===== src/rtl/int_to_floating_point.sv =====
// Multi-cycle signed-integer to IEEE-754 converter with selectable rounding and an inexact flag.
// Define INT_TO_FLOAT_FAST_NORM_EN for a single-cycle NORM (LZC + barrel shift); default is bit-serial NORM.
module int_to_floating_point #(
  parameter int int_size      = 64,
  parameter int mantissa_size = 23,
  parameter int exponent_size = 8,
  parameter int precision     = 32,
  parameter int exp_bias      = 127
) (
  input  logic                 clk,
  input  logic                 reset,
  // The operand port cannot be called "int" (reserved word), hence int_value.
  input  logic [int_size-1:0]  int_value,
  input  logic [1:0]           conv,
  input  logic                 valid_in,
  output logic                 ready,
  output logic [precision-1:0] float,
  output logic                 inexact_flag,
  output logic                 valid_out,
  output logic [1:0]           fsm_state
);

  // Handshake: an operand is accepted on a rising edge where ready && valid_in;
  // valid_out is a one-cycle pulse and float/inexact_flag hold until the next result.

  localparam logic [1:0] IDLE  = 2'd0;
  localparam logic [1:0] NORM  = 2'd1;
  localparam logic [1:0] ROUND = 2'd2;
  localparam logic [1:0] DONE  = 2'd3;

  localparam int CW = $clog2(int_size) + 1;
  localparam int G  = int_size - 2 - mantissa_size;

  logic [1:0]               state;
  logic                     sign;
  logic [1:0]               mode;
  logic [int_size-1:0]      mag;
  logic [CW-1:0]            exp_cnt;

  logic [int_size-1:0]      abs_in;
  logic [mantissa_size-1:0] frac;
  logic                     guard;
  logic                     sticky;
  logic                     round_up;
  logic [mantissa_size:0]   frac_sum;
  logic [exponent_size-1:0] exp_field;

  assign ready     = (state == IDLE);
  assign valid_out = (state == DONE);
  assign fsm_state = state;

  // Two's-complement negate also maps the most negative value onto 2^(int_size-1) unsigned.
  assign abs_in = int_value[int_size-1] ? (~int_value + 1'b1) : int_value;

  assign frac   = mag[int_size-2 -: mantissa_size];
  assign guard  = mag[G];
  assign sticky = |mag[G-1:0];

  always_comb begin
    round_up = 1'b0;
    case (mode)
      2'b01:   round_up = (guard | sticky) & ~sign;
      2'b10:   round_up = (guard | sticky) & sign;
      2'b11:   round_up = guard & (sticky | frac[0]);
      default: round_up = 1'b0;
    endcase
  end

  // A carry out of frac leaves frac_sum's low bits zero and bumps the exponent.
  assign frac_sum  = {1'b0, frac} + {{mantissa_size{1'b0}}, round_up};
  assign exp_field = exponent_size'(exp_cnt) + exponent_size'(frac_sum[mantissa_size])
                   + exponent_size'(exp_bias);

`ifdef INT_TO_FLOAT_FAST_NORM_EN
  logic [CW-1:0] lz;

  // Highest set bit wins because later loop iterations overwrite earlier ones.
  always_comb begin
    lz = '0;
    for (int i = 0; i < int_size; i++) begin
      if (mag[i]) lz = CW'(int_size - 1 - i);
    end
  end
`endif

  always_ff @(posedge clk) begin
    if (reset) begin
      state        <= IDLE;
      sign         <= 1'b0;
      mode         <= 2'b00;
      mag          <= '0;
      exp_cnt      <= '0;
      float        <= '0;
      inexact_flag <= 1'b0;
    end else begin
      case (state)
        IDLE: begin
          if (valid_in) begin
            mode    <= conv;
            sign    <= int_value[int_size-1];
            mag     <= abs_in;
            exp_cnt <= CW'(int_size - 1);
            if (abs_in == '0) begin
              float        <= '0;
              inexact_flag <= 1'b0;
              state        <= DONE;
            end else begin
              state <= NORM;
            end
          end
        end
        NORM: begin
`ifdef INT_TO_FLOAT_FAST_NORM_EN
          mag     <= mag << lz;
          exp_cnt <= exp_cnt - lz;
          state   <= ROUND;
`else
          if (mag[int_size-1]) begin
            state <= ROUND;
          end else begin
            mag     <= mag << 1;
            exp_cnt <= exp_cnt - CW'(1);
          end
`endif
        end
        ROUND: begin
          float        <= {sign, exp_field, frac_sum[mantissa_size-1:0]};
          inexact_flag <= guard | sticky;
          state        <= DONE;
        end
        default: begin
          state <= IDLE;
        end
      endcase
    end
  end

endmodule

===== config.mk =====
export PLATFORM = sky130hd
export DESIGN_NAME = int_to_floating_point
export DESIGN_NICKNAME = d
export VERILOG_FILES = /design/src/rtl/int_to_floating_point.sv
export SDC_FILE = /design/constraint.sdc
export NUM_CORES = 1
export LEC_CHECK = 0
export ABC_AREA = 1
export BUFFER_PORTS_ARGS = -buffer_cell sky130_fd_sc_hd__buf_4
export CORE_ASPECT_RATIO = 2
export CORE_MARGIN = 2
export CORE_UTILIZATION = 30
export CTS_CLUSTER_DIAMETER = 100
export DETAILED_ROUTE_END_ITERATION = 10
export SYNTH_ARGS = -nofsm -noshare
export SYNTH_HDL_FRONTEND = slang
export SYNTH_SLANG_ARGS = --single-unit

===== constraint.sdc =====
create_clock -name clk -period 3.51 [get_ports clk]
set_input_delay 1.053 -clock clk [delete_from_list [all_inputs] [get_ports clk]]
set_output_delay 1.053 -clock clk [all_outputs]
set_load 0.01 [all_outputs]

# Word level (Yosys, flattened, before mapping)
# Index checks and enable logic that the tools add are counted.
dict set report totals {
  regBits 109
  word_cells 58
}
dict set report classes {
  add_sub_neg 5
  n_eq_ne 10
  muxes 18
  n_bitwise 7
  n_reduce_logical 10
}
# cell count
set op_table {}
lappend op_table {{$mux 64} 3}
lappend op_table {{$pmux 64 s2} 1}
lappend op_table {{$add 64x1->64 const B} 1}
lappend op_table {{$logic_not 64->1} 1}
lappend op_table {{$mux 32} 2}
lappend op_table {{$not 64->64} 1}
lappend op_table {{$pmux 32 s2} 1}
lappend op_table {{$reduce_or 39->1} 1}
lappend op_table {{$add 23x1->24} 1}
lappend op_table {{$mux 7} 2}
lappend op_table {{$pmux 7 s2} 1}
lappend op_table {{$add 7x1->8} 1}
lappend op_table {{$add 8x7->8 const B} 1}
lappend op_table {{$eq 2x2->1 const B} 4}
lappend op_table {{$sub 7x1->7 const B} 1}
lappend op_table {{$mux 2} 3}
lappend op_table {{$ne 2x2->1 const B} 3}
lappend op_table {{$pmux 2 s3} 1}
lappend op_table {{$reduce_and 2->1} 3}
lappend op_table {{$reduce_and 3->1} 2}
lappend op_table {{$eq 2x1->1 const B} 2}
lappend op_table {{$reduce_bool 2->1} 2}
lappend op_table {{$and 1x1->1} 3}
lappend op_table {{$pmux 1 s3} 1}
lappend op_table {{other kinds (6)} 8}

# Longest topological paths before layout
dict set report depth {
  depth_word 8
  ltp_mapped 26
  depth_no_buf 26
}

# Worst setup path before layout
# Ideal clock, no wire load.
dict set report synth_timing {
  kind {input -> register}
  startpoint {in int_value[0]}
  endpoint {reg float[30]}
  setup_time_ps 113
  arrival_time_ps 2946
  path_slack_ps 451
  path_stages 20
  path_cell_list {inv_1 ha_1 nand2_4 nor2_2 nand2_1 nand2_2 nand2_2 o21bai_1 nand2_1 nor2_1 nand2_1 nor2_1 nand2_1 nor2_4 nand3_4 nand2_8 buf_6 nand2_1 nand2_1 nor2_1}
}
dict set report synth_between {
  elab_chain_len 6
}
# element line_no
set synth_rtl {}
lappend synth_rtl {{start: declaration} 13} ;# input logic [int_size-1:0] int_value,
lappend synth_rtl {{$not 64->64} 53} ;# assign abs_in = int_value[int_size-1] ? (~int_value + 1'b1) : int_value;
lappend synth_rtl {{$add 64x1->64} 53}
lappend synth_rtl {{$mux 64 *} 53}
lappend synth_rtl {{$logic_not 64->1 *} 103} ;# if (abs_in == '0) begin
lappend synth_rtl {{$ne 2x1->1 (no line) *} n/a}
lappend synth_rtl {{$reduce_and 3->1 (no line) *} n/a}
lappend synth_rtl {{end signal: assignment} 127} ;# float <= {sign, exp_field, frac_sum[mantissa_size-1:0]};
lappend synth_rtl {{end: declaration} 17} ;# output logic [precision-1:0] float,
# Mark *: on every way between the ends. The rest lies on a longest branch, timed or not.
# A chain may end at the register's enable or synchronous reset.

# Final worst setup path
dict set report layout_timing {
  startpoint {in int_value[32]}
  endpoint {reg float[0]}
}
# Same word-level chain as after synthesis.

==> results_dict.tcl <==
set metrics [dict create \
    status "completed" \
    power.density_nw_per_um2 432 \
    dp_hpwl_mm 25.6 \
    yosysWarnings 0 \
    htree_levels 3 \
    antenna_found_initial 0 \
    finalSetupViolations 0 \
    finalCriticalPeriod_ns 3.37 \
    final_common_cell "nand2_1" \
    grt_pass1_vias 9308 \
    ys_seq_area_frac 0.268 \
    die_y_um 237 \
    final_util 0.401 \
    worstSetupPathType "input pin to register" \
    drt-vias-per-instance 4.91 \
    place_congestion 0.969 \
    crit_fanout 14 \
    synth-main-ff-cell "dfxtp_1" \
    post_dp_cell_area_um2 10300 \
    clock-sinks 109 \
    final_layout_size_suffix_gt1_frac 0.221 \
    grt_pass1_wl_mm 48.2 \
    coreArea_um2 26800 \
    num_vias 9695 \
    max_freq_mhz 297 \
    ios 106 \
    grt_usage 0.216 \
    avgSynthCellArea_um2 5.80 \
    stdcell_count 1976 \
    hold_viol 0 \
    cts_buffer_depth 2 \
    rows 85 \
    syn_to_final_growth_pct 31.7 \
    wire_per_inst_um 15.9 \
    tightestPinTransition_ns 0.742 \
    antennaDiodeCount 0 \
    max_slew_margin 0.504 \
    finish.instance_area_um2 10700 \
    nNetsFinal 1706 \
    start_kind "input pin" \
    async_flop_share 0 \
    tns_ns 0 \
    clk_pin_slew_worst_paths_ns 0.07 \
    drc 0 \
    p_leak_uw 0.00497 \
    irDropWorstVdd_uv 231 \
    numCtsBuffers 9 \
    layout_common_cells "nand2_1, buf_4, nor2_1" \
    io_buffers 105 \
    period_share 0.961 \
    synth.ff_latch_count 109 \
    num-fill-cells 2989 \
    max-cap-violations 0 \
    hp-class "register to register" \
    worst_clock_skew_ns 0.00852 \
    holdBufCountCts 0 \
    syn_nets 1489 \
    drtAntennaViolNets 0 \
    synth_edf_count 0 \
    synth_area_um2 8150 \
    yosys.cell_types.count 44 \
    dieArea_um2 28600 \
    multi_input_area_um2 5430 \
    p_total_uw 4640 \
    grt_overflow 0 \
    slew_violations 0 \
    dp.cells 1952 \
    cp.arrival_ns 3.63 \
    clkLatencyLatePin_ns 0.36 \
    netlist_instances 1406 \
    root_buffer "clkbuf_16" \
    firstDrtPassIters 5 \
    dr.first_iter.drc_count 468 \
    crit_required_ns 3.77 \
    seqCellArea_um2 2190 \
    end_kind "register" \
    routed_wirelength_mm 31.4 \
    initial_core_util 0.304 \
    die_x_um 121 \
    grt_max_degree 64 \
    cts_tree "yes" \
]
-- report_power, final --
| part | internal [uW] | switching (uW) |
|---|---|---|
| sequential | 1490 | 217 |
| clock | 571 | 472 |
| combinational | 754 | 1130 |
| total | 2820 | 1820 |
-- synth_stat cells, drive strengths merged (6+ instances only) --
cell type	instances	area (um2)
nand2	472	1830
nor2	263	1060
a21oi	119	596
dfxtp	109	2180
inv	104	390
nand3	82	443
o21ai	79	410
clkbuf	36	135
nand3b	24	180
buf	22	153
a221oi	19	166
ha	14	175
nor4	11	68.8
nand4	10	62.6
a31oi	8	50.1
nor3	8	45.0
xor2	6	52.6
-- worst max-delay path, stage by stage --
cell and delay, ns:
buf_4 0.13, nor2_1 0.28, nand2_1 0.13, nor2_1 0.22
nor2_1 0.06, nor2_1 0.14, nand2_1 0.11, buf_4 0.15
o21bai_1 0.12, nand2_1 0.11, nor3_2 0.21, nand2_1 0.13
nor2_4 0.17, nand3_4 0.15, buf_4 0.22, a21boi_0 0.18
nor2_1 0.07
-- timing repair --
item | in CTS | in global routing
pin swaps | 0 | 11
cloned | 0 | 1
setup buffers | 0 | 7
setup endpoints to repair | 5 | 33
gates resized for setup | 5 | 34
-- cell type report --
type	instances	area share
Clock buffer	12	0.0229
Clock inverter	4	0.00443
Inverter	104	0.0366
Multi-Input combinational cell	1136	0.505
Sequential cell	109	0.204
Tap cell	348	0.0405
Timing Repair Buffer	263	0.186
-- per-stage QoR --
stage / hold WS [ns] / worst slack, ns
floorplan: 0.445 / 0.451
global placement: 0.455 / -0.181
detailed placement: 0.459 / -0.256
CTS: 0.470 / 0.0348
global route: 0.490 / -0.0792
finish: 0.469 / 0.139
-- state kept, by name (all words and copies together) (netlist names) --
register / count
fsm_state: 2
mag: 64
exp_cnt: 7
sign: 1
inexact_flag: 1
float: 32
mode: 2
-- cells by family (layout without fill, tap and decap cells) --
logic type | Yosys count | after routing | synth area share
buffers and inverters | 162 | 383 | 0.0832
AND/OR/NAND/NOR | 876 | 877 | 0.458
flip-flops | 109 | 109 | 0.268
XOR/XNOR | 9 | 9 | 0.00967
adder cells (fa/ha/maj) | 14 | 14 | 0.0215
AO/OA/AOI/OAI | 236 | 236 | 0.160
-- path summary, 6_finish.rpt --
kind | endpoint | start | slack [ns] | cells past startpoint
worst max-delay path | float[0] | int_value[32] | 0.14 | 17
worst max register to register | float[29] | mag[9] | 0.21 | 27
worst min-delay path | exp_cnt[0] | exp_cnt[0] | 0.47 | 2
worst min register to register | exp_cnt[0] | exp_cnt[0] | 0.47 | 2
-- layer usage --
metal  part of all wire  global-route usage  vias to the layer above  routed length [um]
li1                   -                   -                     4989                   -
met1               0.36               0.214                     4392               11300
met2               0.54               0.410                      231               16900
met3              0.029              0.0190                       83                 913
met4              0.073               0.155                        0                2300
met5                  0                   0                        -                   0
No activity file was read; power rests on OpenSTA's default activity.
